<file path="src/rtl/intr_ctrl_pkg.sv">
// intr_ctrl_pkg: register word indices and FSM states shared by the interrupt controller.
package intr_ctrl_pkg;
    localparam logic [1:0] PEND_IDX  = 2'd0;
    localparam logic [1:0] EN_IDX    = 2'd1;
    localparam logic [1:0] MODE_IDX  = 2'd2;
    localparam logic [1:0] CLAIM_IDX = 2'd3;
    typedef enum logic [1:0] {IDLE, ASSERT, IN_SERVICE} intr_state_e;
endpackage

</file>
<file path="src/rtl/intr_prio_enc.sv">
// intr_prio_enc: fixed-priority encoder, lowest request index wins; ID = index + 1, 0 if none.
module intr_prio_enc
    import intr_ctrl_pkg::*;
#(
    parameter int NUM_SRC = 8,
    localparam int ID_W = $clog2(NUM_SRC + 1)
) (
    input  logic [NUM_SRC-1:0] req,
    output logic [ID_W-1:0]    id
);
    always_comb begin
        id = '0;
        for (int i = NUM_SRC - 1; i >= 0; i--)
            if (req[i]) id = ID_W'(i + 1);
    end
endmodule

</file>
<file path="src/rtl/intr_ctrl.sv">
// intr_ctrl: memory-mapped interrupt controller with level/edge sources and claim/complete handshake.
// Define INTR_CTRL_SYNC_EN to put a 2-flop synchronizer in front of every source line.
module intr_ctrl
    import intr_ctrl_pkg::*;
#(
    parameter int DW = 32,
    parameter int NUM_SRC = 8,
    localparam int ID_W = $clog2(NUM_SRC + 1)
) (
    input  logic               clk_i,
    input  logic               rst_i,
    input  logic [NUM_SRC-1:0] src_i,
    input  logic               cs,
    input  logic               we,
    input  logic               re,
    input  logic [1:0]         addr_i,
    input  logic [DW-1:0]      wdata_i,
    output logic [DW-1:0]      rdata_o,
    output logic               irq_o,
    output logic [ID_W-1:0]    irq_id_o
);
    logic [NUM_SRC-1:0] pend, en, mode, cond, prev, req, rise, w1c, claim_clr;
    logic [ID_W-1:0] win_id, claimed_id;
    intr_state_e state, state_n;
    logic wr, rd, claim, complete, unused_wdata;
`ifdef INTR_CTRL_SYNC_EN
    logic [NUM_SRC-1:0] sync_q1, sync_q2;
    always_ff @(posedge clk_i or posedge rst_i)
        if (rst_i) begin
            sync_q1 <= '0;
            sync_q2 <= '0;
        end else begin
            sync_q1 <= src_i;
            sync_q2 <= sync_q1;
        end
    assign cond = sync_q2;
`else
    assign cond = src_i;
`endif
    assign wr = cs & we;
    assign rd = cs & re & ~we;
    assign req = pend & en;
    assign rise = cond & ~prev & mode;
    assign w1c = (wr && addr_i == PEND_IDX) ? wdata_i[NUM_SRC-1:0] & mode : '0;
    assign claim = rd && addr_i == CLAIM_IDX && state == ASSERT && |req;
    assign complete = wr && addr_i == CLAIM_IDX && state == IN_SERVICE && wdata_i[ID_W-1:0] == claimed_id;
    assign unused_wdata = ^wdata_i;
    assign rdata_o = !(cs && re) ? '0 :
                     addr_i == PEND_IDX ? DW'(pend) :
                     addr_i == EN_IDX   ? DW'(en)   :
                     addr_i == MODE_IDX ? DW'(mode) : DW'(win_id);
    intr_prio_enc #(.NUM_SRC(NUM_SRC)) u_prio_enc (.req(req), .id(win_id));
    always_comb begin
        claim_clr = '0;
        for (int i = 0; i < NUM_SRC; i++)
            claim_clr[i] = claim && win_id == ID_W'(i + 1);
    end
    always_comb begin
        state_n = state;
        case (state)
            IDLE:       state_n = |req ? ASSERT : IDLE;
            ASSERT:     state_n = !(|req) ? IDLE : claim ? IN_SERVICE : ASSERT;
            IN_SERVICE: state_n = complete ? IDLE : IN_SERVICE;
            default:    state_n = IDLE;
        endcase
    end
    // edge bits: a fresh rise beats a same-cycle claim or W1C; level bits mirror the source
    always_ff @(posedge clk_i or posedge rst_i)
        if (rst_i) begin
            pend       <= '0;
            en         <= '0;
            mode       <= '0;
            prev       <= '0;
            state      <= IDLE;
            claimed_id <= '0;
            irq_o      <= 1'b0;
            irq_id_o   <= '0;
        end else begin
            pend       <= (mode & (rise | (pend & ~(w1c | claim_clr)))) | (~mode & cond);
            en         <= (wr && addr_i == EN_IDX) ? wdata_i[NUM_SRC-1:0] : en;
            mode       <= (wr && addr_i == MODE_IDX) ? wdata_i[NUM_SRC-1:0] : mode;
            prev       <= cond;
            state      <= state_n;
            claimed_id <= claim ? win_id : claimed_id;
            irq_o      <= state_n == ASSERT;
            irq_id_o   <= win_id;
        end
endmodule

</file>
<file path="config.mk">
export PLATFORM = sky130hd
export DESIGN_NAME = intr_ctrl
export DESIGN_NICKNAME = d
export VERILOG_FILES = /design/src/rtl/intr_ctrl_pkg.sv /design/src/rtl/intr_prio_enc.sv /design/src/rtl/intr_ctrl.sv
export SDC_FILE = /design/constraint.sdc
export NUM_CORES = 1
export LEC_CHECK = 0
export CAP_MARGIN = 5
export CORE_ASPECT_RATIO = 1.1
export CORE_MARGIN = 2
export CORE_UTILIZATION = 25
export CTS_BUF_LIST = sky130_fd_sc_hd__clkbuf_4 sky130_fd_sc_hd__clkbuf_8
export DETAILED_ROUTE_END_ITERATION = 6
export PLACE_DENSITY = 0.55
export SLEW_MARGIN = 20
export SYNTH_ARGS = -nofsm -noshare
export SYNTH_HDL_FRONTEND = slang
export SYNTH_SLANG_ARGS = --single-unit
</file>
<file path="constraint.sdc">
create_clock -name clk_i -period 2.5 [get_ports clk_i]
set_input_delay 0.375 -clock clk_i [delete_from_list [all_inputs] [get_ports clk_i]]
set_output_delay 0.375 -clock clk_i [all_outputs]
set_load 0.02 [all_outputs]
</file>
==> metrics.md <==
| Metric | Value |
|---|---|
| M1 wire length | `2550 um` |
| Initial Util | `25.5%` |
| Post-synthesis simple-gate area fraction | `13.7%` |
| Max incr delay on CP | `380 ps` |
| Delay-heaviest family, CP | `buffers and inverters` |
| Core area | `8830 um^2` |
| DR top layer | `met4` |
| GP Congestion | `0.845` |
| Gate Count Post-Synth | `205` |
| Buf/Inv on CP | `3` |
| Setup Total Neg Slack | `0 ps` |
| Via count | `1,783` |
| Final number of max-transition violations | `0` |
| Worst-case clock buffer depth | `2` |
| Worst Path Required | `2120 ps` |
| Iter 0 DRT Violations | `94` |
| Worst clock skew | `5.34 ps` |
| Biggest area consumer among synthesized cells | `dfrtp_1` |
| CTS Buf Count | `5` |
| Area of the multi-input gates | `1060 um^2` |
| Yosys warnings | `0` |
| Xor/xnor cell area share of the yosys netlist | `1.55%` |
| First-pass GRT wire length | `9400 um` |
| Share of power burned in registers | `41.8%` |
| Main combinational cell family by area after synthesis | `multiplexers` |
| Min Tclk post-route | `2420 ps` |
| Final net count | `329` |
| Post-synth EDFFs | `0` |
| Fillers | `911` |
| Antenna Cells | `0` |
| Max-slew headroom | `54.3%` |
| Remaining antenna violation count | `0` |
| Syn-to-layout area delta | `35.4%` |
| Io pins | `84` |
| Most frequent cells in the layout | `dfrtp_1, buf_4, clkdlybuf4s50_1` |
| Sequential cell area fraction in the yosys report | `47.8%` |
| Clk sinks | `43` |
| Total wire length | `5870 um` |
| FP Rows | `36` |
| P_leak | `1.40 nW` |
| Tightest Pin Transition | `678 ps` |
| Max Cap Viol | `0` |
| Cells along the critical path | `a222oi_1 -> buf_4 -> buf_4 -> and4_4 -> mux4_2 -> nor2b_2 -> buf_4` |
| Sw Ratio | `32.1%` |
| DIE HEIGHT | `104 um` |
| RSZ-0062 raised after global routing | `true` |
| Synth Area in Adders | `0%` |
| Final instance area | `3050 um^2` |
| Pwr/cell area | `745 nW/um^2` |
| Net Sw Power | `0.000729 W` |
| HP Class | `reg2reg` |
| DRC errors left | `0` |
| Critical path fanouts, max | `3` |
| Outcome | `finished clean` |
| Post-DP HPWL | `4470 um` |
| Final setup violation count | `0` |
| Achievable frequency | `413 MHz` |
| FF/Latch Area | `1080 um^2` |
| CP arrival | `2050 ps` |
| H-tree levels | `2` |
| Synthesized cell area | `2250 um^2` |
| Port Buffers | `35` |
| Post-synthesis compound-gate area fraction | `12.9%` |
| Int Pwr | `0.00154 W` |
| Number of global-route vias before repair | `1,822` |
| DR WL/cell | `14.8 um` |
| Vias/cell | `4.49` |
| Startpoint Class | `register` |
| Largest cells by area after synthesis | `dfrtp_1, mux2_2, buf_4` |
| Synth Register Bits | `43` |
| Clock-pin slew on the worst setup and hold paths | `80 ps` |
| Post-synth top flop | `dfrtp_1` |
| Crit. End Element | `primary output` |
| Clock Root Buffer | `clkbuf_8` |
| Final hold violations | `0` |
| Gr ovfl total | `0` |
| Setup Crit Path Kind | `reg2out` |
| Gate power share | `36.5%` |
| Post-Syn Area per Cell | `11.0 um^2` |
| Pre-Repair DR Iteration Count | `4` |
| Worst path most repeated cell | `buf_4` |
| Share of cells above drive strength 1 | `28.3%` |
| Metal3 WL | `394 um` |
| Synth top area share | `47.8%` |
| Asr flop ratio synth | `100%` |
| Met2 WL | `2810 um` |
| Tcrit/Tclk final | `96.8%` |
| Die Width | `94.5 um` |
| Post-synthesis mux area share | `14.2%` |
| TritonCTS clock tree | `yes` |
| Post-DP Area | `2930 um^2` |
| Initial antenna violation count | `0` |
| Synth cell types | `42` |
| Hold Buf Count CTS | `0` |
| Clock Power Share | `21.7%` |
| Largest net degree at the start of global routing | `44` |
| Crit-path slowest cell | `dfrtp_1` |
| Die area | `9790 um^2` |
| Peak supply drop | `0.164 mV` |
| Clk_lat worst skew | `300 ps` |
| Tot GR Track Use | `12.5%` |
-- Yosys cell counts, types with 3 or more instances --
cell type and n:
dfrtp_1 43, buf_4 24, nand2_1 22, mux2_2 19, nor2_1 10, a21oi_1 9, a31oi_1 6, mux2i_1 6
a21boi_0 4, a22o_1 4, xnor2_1 4, a22oi_1 3, inv_1 3, nand3_1 3, nand4_1 3, nor2b_1 3
nor3_1 3, o21ai_0 3
-- cell families after synthesis --
logic type / Yosys count
simple gates: 57
other cells: 1
flops: 43
mux: 27
xor+xnor: 4
compound gates: 41
buf+inv: 32
-- final timing paths --
| kind | cells after the start | slack, ps | to | from |
|---|---|---|---|---|
| worst max-delay path | 7 | 80 | rdata_o[3] | en[0] |
| worst min-delay path | 1 | 470 | state[1] | state[0] |
| worst max register to register | 6 | 600 | claimed_id[2] | en[0] |
| worst min register to register | 1 | 470 | state[1] | state[0] |
| max in group asynchronous | 3 | 1600 | mode[1] | rst_i |
| min in group asynchronous | 3 | 530 | mode[6] | rst_i |
-- per-layer routing --
metal / global-route usage [%] / vias up
met3: 2.98 / 8
met1: 17.0 / 856
met4: 3.93 / 0
li1: - / 852
met5: 0 / -
met2: 19.5 / 67
-- sequential cells by signal, summed over array words and instances (netlist names) --
signal / count
irq_id_o: 4
claimed_id: 4
en: 8
state: 2
irq_o: 1
prev: 8
mode: 8
pend: 8
-- area by class of cell --
type / instances / area share (%)
inverters: 3 / 0.369
flip-flops and latches: 43 / 35.3
well taps: 114 / 4.68
clock buffers: 8 / 3.40
repair buffers: 76 / 21.5
multi-input cells: 153 / 34.7
-- power by group through the flow --
stage | Combinational [W] | Clock [W] | Sequential (W)
CTS | 0.000832 | 0.000515 | 0.000951
detailed placement | 0.000827 | 0 | 0.000962
global placement | 0.000816 | 0 | 0.000959
finish | 0.000828 | 0.000493 | 0.000950
global route | 0.000910 | 0.000542 | 0.000973
floorplan | 0.000421 | 0 | 0.00100
-- per-stage QoR --
| stage | hold WS [ps] | setup WS [ps] | instances | utilization [%] | power, W |
|---|---|---|---|---|---|
| 2_1_floorplan | 406 | 408 | 228 | - | 0.00142 |
| 3_3_place_gp | 460 | -259 | 389 | 33.2 | 0.00178 |
| 3_5_place_dp | 464 | -171 | 389 | 33.2 | 0.00179 |
| 4_1_cts | 476 | 3.43 | 397 | 34.4 | 0.00230 |
| 5_1_grt | 509 | -87.6 | 397 | 34.6 | 0.00242 |
| 6_report | 472 | 79.6 | 397 | 34.6 | 0.00227 |
-- timing repair --
item,CTS,global route
pin swaps,1,1
buffers inserted,0,0
hold endpoints to repair,0,0
gates resized for setup,15,7
setup endpoints to repair,5,5
No activity file was read; power rests on OpenSTA's default activity.
==> RTL edit: new RTL, same flow settings <==
Change the parameter `DW` from 32 to 16.
--- a/src/rtl/intr_ctrl.sv
+++ b/src/rtl/intr_ctrl.sv
@@ -3,7 +3,7 @@
 module intr_ctrl
     import intr_ctrl_pkg::*;
 #(
-    parameter int DW = 32,
+    parameter int DW = 16,
     parameter int NUM_SRC = 8,
     localparam int ID_W = $clog2(NUM_SRC + 1)
 ) (
Interface: changed (resized rdata_o and wdata_i); port bits go from 84 to 52. No check against the original RTL was run, so the function may have changed too.
==> RTL edit against the unedited design <==
- worst hold slack worse by 0.062 ns
- final area is 2.7% lower
- sequential power is 0.8% higher
- largest power group unchanged
- via count is 4.5% lower
- register-to-register slack better by 0.08 ns
- largest cell class unchanged
- global-route usage is 0.41 points higher
- sequential cell count stayed put
- routed wire length is 2.9% lower
- synthesized area is 5.3% lower
- combinational power is 7.5% lower
- total power is 4.6% higher
- worst setup slack worse by 0.044 ns
==> RTL edit: results (changes against the unedited design) <==
via count=1,703 (was 1,783); # fillers=868 (was 911); Top FF cell, synth=dfrtp_1 (unchanged); Area Growth Syn to Fin=39.1% (was 35.4%); run status=finished, final reports clean (unchanged); CP max stage delay=0.42 ns (was 0.38 ns); post-DR vias/cell=4.59 (was 4.49); RePlAce Congestion=0.825 (was 0.845); placed cells=363 (was 389); Final Net Count=290 (was 329); reg2reg end=claimed_id[2]$_DFFE_PP0P_ (unchanged); cells on worst reg2reg path=5 (was 6); flop2flop setup slack=0.68 ns (was 0.60 ns); DR iter-0 viols=96 (was 94); Worst VDD drop=0.284 mV (was 0.164 mV); share of cells above drive strength 1=26.9% (was 28.3%); Hold Crit Class=input pin to asynchronous set/reset pin (was flip-flop to flip-flop); switching power share of the total=30.4% (was 32.1%); syn avg cell area=11.3 µm² (was 11.0 µm²); DRC viols=0 (unchanged); Avg WL per Cell=15.4 µm (was 14.8 µm); critical path peak fanout=4 (was 3); cell family with most CP delay=compound AO/OA/AOI/OAI gates (was buffers and inverters); Pleak=1.30 nW (was 1.40 nW); number of global-route vias before repair=1,760 (was 1,822); Hold WS=0.410 ns (was 0.472 ns); post-place instance area=2840 µm² (was 2930 µm²); first-pass GRT wire length=9180 µm (was 9400 µm); Worst Path Arrival=2.09 ns (was 2.05 ns); most frequent cells after synthesis=43 x dfrtp_1, 22 x nand2_1, 19 x mux2_2 (was 43 x dfrtp_1, 24 x buf_4, 22 x nand2_1); All-Layer GR Usage=12.9% (was 12.5%); Area contributors post-synth=dfrtp_1 50%, mux2_2 10%, nand2_1 3.9% (was dfrtp_1 48%, mux2_2 9.5%, buf_4 8.0%); register area share after synthesis=50.4% (was 47.8%)
## RTL edit: cell count changes in the layout (fill, tap and decap cells not counted), sizes merged
cell / before / now
clkinvlp: 0 / 1
dlymetal6s2s: 3 / 0
clkbuf: 8 / 5
dlygate4sd2: 3 / 6
conb: 24 / 8
bufinv: 0 / 2
buf: 43 / 36
## RTL edit: how the worst max path moves through the flow
| stage | slack (ns) | start | end |
|---|---|---|---|
| 5_1_grt | -0.04 | en[5]$_DFFE_PP0P_ | rdata_o[1] |
| 3_3_place_gp | -0.13 | addr_i[1] | rdata_o[0] |
| 3_5_place_dp | -0.13 | addr_i[1] | rdata_o[0] |
| 2_1_floorplan | 0.41 | pend[0]$_DFF_PP0_ | rdata_o[2] |
| 4_1_cts | 0.04 | pend[1]$_DFF_PP0_ | rdata_o[2] |
| 6_report | 0.04 | en[5]$_DFFE_PP0P_ | rdata_o[1] |
## RTL edit: power groups by stage
| stage | registers [mW] | clock network (mW) | logic [mW] |
|---|---|---|---|
| detailed placement | 0.971 | 0 | 0.769 |
| finish | 0.958 | 0.652 | 0.766 |
| CTS | 0.957 | 0.668 | 0.767 |
| global route | 0.982 | 0.693 | 0.839 |
| global placement | 0.967 | 0 | 0.761 |
| floorplan | 1.00 | 0 | 0.381 |
## RTL edit: worst min-delay path: cells and delay by family
kind,cells,cell delay [ns]
buffers and inverters,3,0.71
## RTL edit: layout make-up
class	count	area share, %
flip-flops and latches	43	36.3
multi-input cells	137	33.4
repair buffers	69	20.7
well taps	111	4.68
clock buffers	5	2.32
clock inverters	3	2.28
inverters	3	0.379
## RTL edit: repair_timing
action / 4_1_cts / 5_1_grt
setup endpoints to repair: 8 / 2
cloned: 0 / 0
gates resized for setup: 15 / 2
pin swaps: 1 / 0
## RTL edit: cells by family after synthesis
kind of cell    Yosys count  share of synthesized area (%)
other cells               1                          0.176
compound gates           41                           13.7
buf+inv                  16                           4.69
mux                      27                           15.0
xor+xnor                  4                           1.64
flops                    43                           50.4
simple gates             57                           14.4
## RTL edit: stage by stage
stage          worst slack, ns  TNS (ns)
2_1_floorplan            0.408         0
3_3_place_gp            -0.125    -0.658
3_5_place_dp            -0.129    -0.572
4_1_cts                 0.0409         0
5_1_grt                -0.0413   -0.0413
6_report                0.0360         0
## RTL edit: per-layer routing
| layer | global-route usage [%] | wire length (µm) |
|---|---|---|
| met3 | 2.84 | 293 |
| met2 | 21.1 | 2720 |
| met1 | 17.2 | 2620 |
| met4 | 3.79 | 59 |
| met5 | 0 | 0 |
